## config.mk

```make
export PLATFORM = sky130hd
export DESIGN_NAME = display_link_sequencer
export DESIGN_NICKNAME = d
export VERILOG_FILES = /design/src/rtl/display_pkg.sv /design/src/rtl/sync_debounce.sv /design/src/rtl/display_link_sequencer.sv
export SDC_FILE = /design/constraint.sdc
export NUM_CORES = 1
export LEC_CHECK = 0
export CORE_AREA = 5 5 63 54
export DETAILED_ROUTE_END_ITERATION = 12
export DIE_AREA = 0 0 68 59
export GPL_ROUTABILITY_DRIVEN = 0
export PLACE_DENSITY = 0.76
export SLEW_MARGIN = 20
export SYNTH_ARGS = -nofsm -noshare
export SYNTH_HDL_FRONTEND = slang
export SYNTH_HIERARCHICAL = 1
export SYNTH_SLANG_ARGS = --single-unit
```

## constraint.sdc

```tcl
create_clock -name i_pix_clk -period 2 [get_ports i_pix_clk]
set_clock_uncertainty 0.15 [all_clocks]
set_input_delay 0.5 -clock i_pix_clk [delete_from_list [all_inputs] [get_ports i_pix_clk]]
set_output_delay 0.5 -clock i_pix_clk [all_outputs]
set_load 0.01 [all_outputs]
```

## src/rtl/display_pkg.sv

```systemverilog
// Shared constants for the DVI output path: mode table, timing sets and
// sequencer state encoding.
package display_pkg;

   localparam int MODE_COUNT = 3;
   localparam int MODE_W     = 2;
   localparam logic [MODE_W-1:0] MODE_MAX = MODE_W'(MODE_COUNT - 1);

   localparam logic [MODE_W-1:0] MODE_720P60  = 2'd0;
   localparam logic [MODE_W-1:0] MODE_720P50  = 2'd1;
   localparam logic [MODE_W-1:0] MODE_1080P30 = 2'd2;

   localparam logic [2:0] S_RESET     = 3'd0;
   localparam logic [2:0] S_WAIT_LOCK = 3'd1;
   localparam logic [2:0] S_WAIT_HPD  = 3'd2;
   localparam logic [2:0] S_STARTUP   = 3'd3;
   localparam logic [2:0] S_SYNC      = 3'd4;
   localparam logic [2:0] S_ACTIVE    = 3'd5;
   localparam logic [2:0] S_DRAIN     = 3'd6;
   localparam logic [2:0] S_SWITCH    = 3'd7;

   typedef enum logic [2:0] {
      ST_RESET     = S_RESET,
      ST_WAIT_LOCK = S_WAIT_LOCK,
      ST_WAIT_HPD  = S_WAIT_HPD,
      ST_STARTUP   = S_STARTUP,
      ST_SYNC      = S_SYNC,
      ST_ACTIVE    = S_ACTIVE,
      ST_DRAIN     = S_DRAIN,
      ST_SWITCH    = S_SWITCH
   } state_e;

   typedef struct packed {
      logic [11:0] h_res;
      logic [11:0] v_res;
      logic [11:0] h_fp;
      logic [11:0] h_sync;
      logic [11:0] h_bp;
      logic [11:0] v_fp;
      logic [11:0] v_sync;
      logic [11:0] v_bp;
      logic        h_pol;
      logic        v_pol;
   } timing_t;

   // All three modes share the 74.25 MHz pixel clock.
   localparam timing_t T_720P60 = '{
      h_res: 12'd1280, v_res: 12'd720,
      h_fp: 12'd110, h_sync: 12'd40, h_bp: 12'd220,
      v_fp: 12'd5, v_sync: 12'd5, v_bp: 12'd20,
      h_pol: 1'b1, v_pol: 1'b1};

   localparam timing_t T_720P50 = '{
      h_res: 12'd1280, v_res: 12'd720,
      h_fp: 12'd440, h_sync: 12'd40, h_bp: 12'd220,
      v_fp: 12'd5, v_sync: 12'd5, v_bp: 12'd20,
      h_pol: 1'b1, v_pol: 1'b1};

   localparam timing_t T_1080P30 = '{
      h_res: 12'd1920, v_res: 12'd1080,
      h_fp: 12'd88, h_sync: 12'd44, h_bp: 12'd148,
      v_fp: 12'd4, v_sync: 12'd5, v_bp: 12'd36,
      h_pol: 1'b1, v_pol: 1'b1};

   function automatic timing_t mode_timing(input logic [MODE_W-1:0] m);
      timing_t t;
      t = T_720P60;
      if (m == MODE_720P50) t = T_720P50;
      if (m == MODE_1080P30) t = T_1080P30;
      return t;
   endfunction

endpackage

```

## src/rtl/sync_debounce.sv

```systemverilog
// Two-flop synchronizer followed by a stable-count debouncer.
// The output flips only after the input differs for CYCLES cycles.
module sync_debounce #(
   parameter int CYCLES = 1024
) (
   input  logic clk_i,
   input  logic rst_i,
   input  logic async_i,
   output logic level_o
);

   localparam int CNT_W = $clog2(CYCLES);
   localparam logic [CNT_W-1:0] CNT_LAST = CNT_W'(CYCLES - 1);

   logic             s1_q;
   logic             s2_q;
   logic             db_q;
   logic             db_d;
   logic [CNT_W-1:0] cnt_q;
   logic [CNT_W-1:0] cnt_d;

   always_comb begin
      db_d  = db_q;
      cnt_d = '0;
      if (s2_q != db_q) begin
         if (cnt_q == CNT_LAST) begin
            db_d = ~db_q;
         end else begin
            cnt_d = cnt_q + CNT_W'(1);
         end
      end
   end

   always_ff @(posedge clk_i) begin
      if (rst_i) begin
         s1_q  <= 1'b0;
         s2_q  <= 1'b0;
         db_q  <= 1'b0;
         cnt_q <= '0;
      end else begin
         s1_q  <= async_i;
         s2_q  <= s1_q;
         db_q  <= db_d;
         cnt_q <= cnt_d;
      end
   end

   assign level_o = db_q;

endmodule

```

## src/rtl/display_link_sequencer.sv

```systemverilog
// Power-up, hot-plug and mode-change sequencer for the DVI output path.
// Mode changes are applied at a frame boundary with the output blanked.
module display_link_sequencer
   import display_pkg::*;
#(
   parameter int                SETTLE_CYCLES = 16,
   parameter int                HPD_DEBOUNCE  = 1024,
   parameter logic [MODE_W-1:0] DEFAULT_MODE  = 2'd0
) (
   input  logic              i_pix_clk,
   input  logic              i_rst,
   input  logic              i_clk_lock,
   input  logic              i_hpd,
   input  logic              i_frame,
   input  logic [MODE_W-1:0] i_mode_req,
   input  logic              i_mode_valid,
   output logic              o_mode_ready,
   output logic              o_mode_err,
   output logic [MODE_W-1:0] o_mode,
   output logic              o_ser_rst,
   output logic              o_timing_rst,
   output logic              o_blank,
   output logic              o_tx_en,
   output logic [2:0]        o_state
);

   localparam int CNT_W = $clog2(SETTLE_CYCLES);
   localparam logic [CNT_W-1:0] CNT_LAST = CNT_W'(SETTLE_CYCLES - 1);

   state_e            state_q, state_d;
   logic [CNT_W-1:0]  cnt_q, cnt_d;
   logic [MODE_W-1:0] mode_q, mode_d;
   logic [MODE_W-1:0] pend_q, pend_d;
   logic              lock_s1_q, lock_q;
   logic              hpd_db;
   logic              accept;
   logic              req_ok;
   logic              ready_q, ready_d;
   logic              err_q, err_d;
   logic              ser_q, ser_d;
   logic              tim_q, tim_d;
   logic              blank_q, blank_d;
   logic              tx_q, tx_d;

   sync_debounce #(
      .CYCLES (HPD_DEBOUNCE)
   ) u_hpd (
      .clk_i   (i_pix_clk),
      .rst_i   (i_rst),
      .async_i (i_hpd),
      .level_o (hpd_db)
   );

   assign accept = i_mode_valid & ready_q;
   assign req_ok = (i_mode_req <= MODE_MAX);

   always_comb begin
      state_d = state_q;
      cnt_d   = '0;
      mode_d  = mode_q;
      pend_d  = pend_q;
      // Aborts override the normal flow; lock loss outranks HPD loss.
      if (!(state_q inside {ST_RESET, ST_WAIT_LOCK}) && !lock_q) begin
         state_d = ST_WAIT_LOCK;
      end else if (!(state_q inside {ST_RESET, ST_WAIT_LOCK, ST_WAIT_HPD})
                   && !hpd_db) begin
         state_d = ST_WAIT_HPD;
      end else begin
         unique case (state_q)
            ST_RESET:     state_d = ST_WAIT_LOCK;
            ST_WAIT_LOCK: if (lock_q) state_d = ST_WAIT_HPD;
            ST_WAIT_HPD:  if (hpd_db) state_d = ST_STARTUP;
            ST_STARTUP,
            ST_SWITCH: begin
               if (cnt_q == CNT_LAST) state_d = ST_SYNC;
               else cnt_d = cnt_q + CNT_W'(1);
            end
            ST_SYNC:      if (i_frame) state_d = ST_ACTIVE;
            ST_ACTIVE: begin
               if (accept && req_ok && (i_mode_req != mode_q)) begin
                  pend_d  = i_mode_req;
                  state_d = ST_DRAIN;
               end
            end
            ST_DRAIN: begin
               if (i_frame) begin
                  mode_d  = pend_q;
                  state_d = ST_SWITCH;
               end
            end
         endcase
      end
   end

   always_comb begin
      ready_d = (state_q == ST_ACTIVE) && (state_d == ST_ACTIVE) && !accept;
      err_d   = accept && !req_ok;
      ser_d   = state_q inside {ST_RESET, ST_WAIT_LOCK};
      tim_d   = state_q inside {ST_RESET, ST_WAIT_LOCK, ST_WAIT_HPD,
                                ST_STARTUP, ST_SWITCH};
      blank_d = (state_q != ST_ACTIVE);
      tx_d    = state_q inside {ST_STARTUP, ST_SYNC, ST_ACTIVE,
                                ST_DRAIN, ST_SWITCH};
   end

   always_ff @(posedge i_pix_clk) begin
      if (i_rst) begin
         state_q   <= ST_RESET;
         cnt_q     <= '0;
         mode_q    <= DEFAULT_MODE;
         pend_q    <= DEFAULT_MODE;
         lock_s1_q <= 1'b0;
         lock_q    <= 1'b0;
         ready_q   <= 1'b0;
         err_q     <= 1'b0;
         ser_q     <= 1'b1;
         tim_q     <= 1'b1;
         blank_q   <= 1'b1;
         tx_q      <= 1'b0;
      end else begin
         state_q   <= state_d;
         cnt_q     <= cnt_d;
         mode_q    <= mode_d;
         pend_q    <= pend_d;
         lock_s1_q <= i_clk_lock;
         lock_q    <= lock_s1_q;
         ready_q   <= ready_d;
         err_q     <= err_d;
         ser_q     <= ser_d;
         tim_q     <= tim_d;
         blank_q   <= blank_d;
         tx_q      <= tx_d;
      end
   end

   assign o_state      = state_q;
   assign o_mode       = mode_q;
   assign o_mode_ready = ready_q;
   assign o_mode_err   = err_q;
   assign o_ser_rst    = ser_q;
   assign o_timing_rst = tim_q;
   assign o_blank      = blank_q;
   assign o_tx_en      = tx_q;

endmodule

```

Word-level counts from Yosys, hierarchy flattened:

Index checks and enable logic that the tools add are counted.

* multiplexer cells: 9
* reductions and logical operators: 24
* magnitude comparators: 1
* add/subtract/negate cells: 2
* equality and inequality tests: 13
* bitwise logic cells: 6

Operator list (number)
* 3-bit 2-to-1 mux: 8
* 3-bit one-hot mux with 7 select lines: 1
* 3-bit equality test, second input constant: 5
* 10-bit by 1-bit adder with 10-bit output, second input constant: 1
* 10-bit equality test, second input constant: 1
* 5-bit nonzero test: 2
* 4-bit AND reduction: 2
* 1-bit logical AND: 7
* 3-bit by 2-bit equality test with 1-bit output, second input constant: 2
* 1-bit logical NOT: 6
* 1-bit NOT: 5
* 5-bit OR reduction: 1
* 4-bit by 1-bit adder with 4-bit output, second input constant: 1
* 4-bit equality test, second input constant: 1
* 3-bit by 1-bit equality test with 1-bit output, second input constant: 1
* 3-bit logical NOT: 1
* 3-bit inequality test, second input constant: 1
* 3-bit nonzero test: 1
* 3-bit OR reduction: 1
* 2-bit <= comparator, second input constant: 1
* 2-bit inequality test: 1
* 2-bit AND reduction: 1
* 2-bit nonzero test: 1
* 2-bit OR reduction: 1
* other kinds (2): 2

* logic and storage cells: 71
* output and inout bits: 11
* bits in registers: 32
* input bits: 8

Logic depth before layout (Yosys ltp):

* word-level depth: 10
* mapped depth: 5
* mapped depth without buffers: 5

By module:

The synthesis kept the hierarchy.

Modules (own cells, without submodules)
* display_link_sequencer: area an instance 822.0 µm², cells each 94, sequential area each 380.4 µm², instances 1
* sync_debounce: area an instance 548.0 µm², cells each 55, sequential area each 260.2 µm², instances 1

Worst setup path before layout:

No wires, ideal clock.

* path type: register -> register
* from: reg state_q[1] (netlist: o_state[1])
* to: reg pend_q[0]
* cell stages (with the launch flop): 6
* setup slack: 0.453 ns
* buffers on the path: 1
* period minus slack after synthesis: 1.547 ns
* arrival: 1.326 ns
* required time: 1.778 ns
* setup time: 0.072 ns
* cells stage by stage: dfxtp_1 -> buf_4 -> nand3b_4 -> or3_1 -> a21oi_2 -> mux2i_1

* longest elaborated chain between the ends: 6
* elaborated cells on any way between the ends: 13
* classes of those cells: eq/ne: 3; bitwise: 2; reduce/logical: 8

Ends and longest elaborated chain
* from (decl): line display_link_sequencer.sv:30 `state_e state_q, state_d;`
* from (signal assigned): line display_link_sequencer.sv:121 `state_q <= state_d;`
* 3-bit by 1-bit equality test with 1-bit output, or another cell as far along: line display_link_sequencer.sv:63, display_link_sequencer.sv:65
* 3-bit nonzero test / 2-bit nonzero test (equally long branches): line display_link_sequencer.sv:65, display_link_sequencer.sv:63
* 1-bit logical NOT, on equally long branches: line display_link_sequencer.sv:65, display_link_sequencer.sv:63
* 1-bit logical AND, on equally long branches: line display_link_sequencer.sv:66, display_link_sequencer.sv:63
* 1-bit NOT (no source line)
* 4-bit AND reduction (no source line) *
* to (signal assigned): line display_link_sequencer.sv:124 `pend_q <= pend_d;`
* to (decl): line display_link_sequencer.sv:33 `logic [MODE_W-1:0] pend_q, pend_d;`

Mark *: on every way between the ends. The rest lies on a longest branch, timed or not.
A chain may end at the register's enable or synchronous reset.

Worst setup path in the final report:

* from: reg mode_q[0] (netlist: o_mode[0])
* to: out o_mode[0]

RTL lines
* from (decl): line display_link_sequencer.sv:32 `logic [MODE_W-1:0] mode_q, mode_d;`
* from (signal assigned): line display_link_sequencer.sv:123 `mode_q <= mode_d;`
* to (decl): line display_link_sequencer.sv:19 `output logic [MODE_W-1:0] o_mode,`

No word-level cell between the ends.

==> impl_metrics.yaml <==
outcome:
  outcome: "complete, no violations"
place:
  pre_cts_ws_ps: -71.54
  placed_area_um2: 1645
  port_buffers: 18
  hpwl_mm: 2.166
drt:
  avgRoutedWirePerCell_um: 13.12
  ant_nets: 0
  vias: 1149
  drt_iter0_markers: 85
  drc_errors: 0
  wl_mm: 2.860
  first_pass_iters: 4
  drt-vias-per-instance: 5.271
synth:
  synth_ff_type: "dfxtp_1"
  avgSynthCellArea_um2: 9.195
  async_reset_ff_share_pct: 0
  synth_edf_count: 0
  yosysSeqAreaShare_pct: 46.76
  synth_fp_nets: 159
  ys_warn_count: 6
  syn_area_um2: 1370
  synth_cell_types: 41
  synth_cells: 149
  synth_seq_cells: 32
clocking:
  cts_tree: "done"
  path_clk_slew_ps: 90
  postCtsSetupBuffers: 0
  clock-sinks: 32
  cts_hold_buf: 0
  cts_root_buf: "clkbuf_4"
  htree_num_levels: 2
  clkLatencyLatePin_ps: 330
  cts_max_path_buffers: 2
  numCtsBuffers: 5
layout:
  nNetsFinal: 189
  drive_gt1_share_pct: 15.56
  diodes: 0
  final_area_um2: 1708
  postLayoutCoreUtil_pct: 64.24
  area_growth_pct: 24.66
floorplan:
  die-area_um2: 4012
  start_util_pct: 51.53
  core_um2: 2659
  die_w_um: 68
  row_count: 17
  ios: 19
  die_h_um: 59
global_route:
  antenna_found_initial: 0
  grt_use_total_pct: 17.68
  met2_usage_pct: 25.96
  grt.met1_usage_pct: 23.05
  grt_max_degree: 12
  grt-ovfl-total: 0
  grt_pass1_wl_mm: 5.195
  grtUsageMet3_pct: 4.934
  grt.busiest_layer: "met2"
  grt_pass1_vias: 1150
critical_path:
  path_cells: "clkdlybuf4s50_1"
  worstPathMaxFanout: 5
  reg2reg_to: "pend_q[0]"
  reg2regPathDepth: 4
  arrival_ps: 1270
  ff2ff_setup_slack_ps: 330
  cpPeakStageDelay_ps: 550
  critPathSlowestCell: "clkdlybuf4s50_1"
  end_kind: "primary output"
  critPathKind: "register to primary output"
  timing.rr.start: "u_hpd/level_o"
  cp-start-kind: "register"
  crit_path_start: "o_mode[0]"
  crit_required_ps: 1350
  path_buf_inv: 1
  path_delay_family: "buffers and inverters"
worst_hold_path:
  hp-class: "register to register"
  whs_path_depth: 1
  hold_path_end: "u_hpd/s2_q"
  min_from: "u_hpd/s1_q"
timing:
  period_minus_slack_ps: 1921
  maxSlewViolCount: 0
  period_share_pct: 96.04
  setup_viol: 0
  relSlewSlack_pct: 73.42
  tightest_slew_ps: 398.7
  hold_violations: 0
  max_clock_freq_mhz: 520.6
  rsz0062_at_grt: "false"
  finalWorstSetupSlack_ps: 79.27
job:
  cap_violations: 0
power:
  power_per_cell_area_nw_per_um2: 651.8
  peakVddDrop_uv: 451.0
  p_leak_nw: 0.6129
==> sequential cells by signal, summed over array words and instances (netlist names) <==
name	cells
o_blank	1
u_hpd/s1_q	1
o_mode_err	1
o_mode	2
lock_s1_q	1
o_state	3
u_hpd/level_o	1
cnt_q	4
o_mode_ready	1
o_tx_en	1
lock_q	1
pend_q	2
u_hpd/cnt_q	10
o_timing_rst	1
u_hpd/s2_q	1
o_ser_rst	1
==> per-stage QoR <==
stage               total power (W)  setup TNS (ps)  instances  hold slack, ps
floorplan                 0.0007048               0        149           263.8
global placement          0.0007424          -9.268        210           271.6
detailed placement        0.0007451          -169.5        210           288.4
CTS                        0.001127               0        218           317.2
global route               0.001168               0        218           326.1
finish                     0.001113               0        218           310.3
==> repair_timing <==
action / in CTS / in global routing
hold endpoints to repair: 0 / 0
endpoints found under the setup margin: 1 / 2
gates resized for setup: 1 / 2
==> placed cells by master (no fill, tap or decap), drive strengths merged, types with 2 or more instances in the layout <==
| master | instances |
|---|---|
| nor2 | 13 |
| ha | 2 |
| mux2i | 3 |
| nand3 | 7 |
| inv | 4 |
| nor3b | 3 |
| xor2 | 4 |
| xnor2 | 2 |
| nand2b | 4 |
| dfxtp | 32 |
| nand2 | 15 |
| nor3 | 6 |
| clkbuf | 8 |
| a211oi | 4 |
| nor2b | 8 |
| buf | 9 |
| clkdlybuf4s50 | 18 |
| o21ai | 9 |
| a21oi | 9 |
| or3 | 5 |
==> where the power goes <==
group | switching, W | internal, W | total (W)
sequential | 0.00000535 | 0.000645 | 0.000651
combinational | 0.0000366 | 0.0000433 | 0.0000799
clock | 0.000209 | 0.000173 | 0.000383
==> worst max-delay path by stage <==
stage | end | slack, ps | depth (start not counted)
final | o_mode[0] | 80 | 1
after global routing | o_state[1] | 20 | 1
after CTS | o_mode[1] | 40 | 1
after detailed placement | o_state[1] | -70 | 5
after global placement | o_state[1] | -9 | 5
after floorplan | pend_q[0] | 450 | 5
==> layout make-up <==
class	count	area, um^2
Fill cell	229	950.9
Timing Repair Buffer	27	247.7
Clock buffer	8	58.81
Inverter	5	18.77
Tap cell	38	47.55
Sequential cell	32	644.4
Multi-Input combinational cell	108	690.7
==> synthesized netlist by cell type (2+ instances only) <==
library cell	instances	area share, %
nor3b_1	3	1.6
nor3_1	5	1.8
nand2_1	15	4.1
nand2b_1	4	1.8
dfxtp_1	32	47
xor2_1	4	2.6
xnor2_1	2	1.3
o21ai_0	7	2.6
nor2_1	13	3.6
a21oi_1	8	2.9
nor2b_1	8	3.7
mux2i_1	3	2.2
nand3_1	7	2.6
clkbuf_1	2	0.55
a211oi_1	3	1.6
ha_1	2	1.8
inv_1	4	1.1
or3_1	4	1.8
==> kinds of logic after synthesis <==
logic type / share of synthesized area (%)
simple gates: 27.85
flops: 46.76
compound gates: 14.70
buf+inv: 2.831
xor+xnor: 3.836
mux: 2.192
fa+ha+maj: 1.826
==> metal layers <==
layer	wire [um]	up-vias
met5	0	-
met4	59	0
met3	166	5
met2	1299	27
met1	1334	536
li1	-	581
Note: power is estimated with default switching activity, not from simulation.
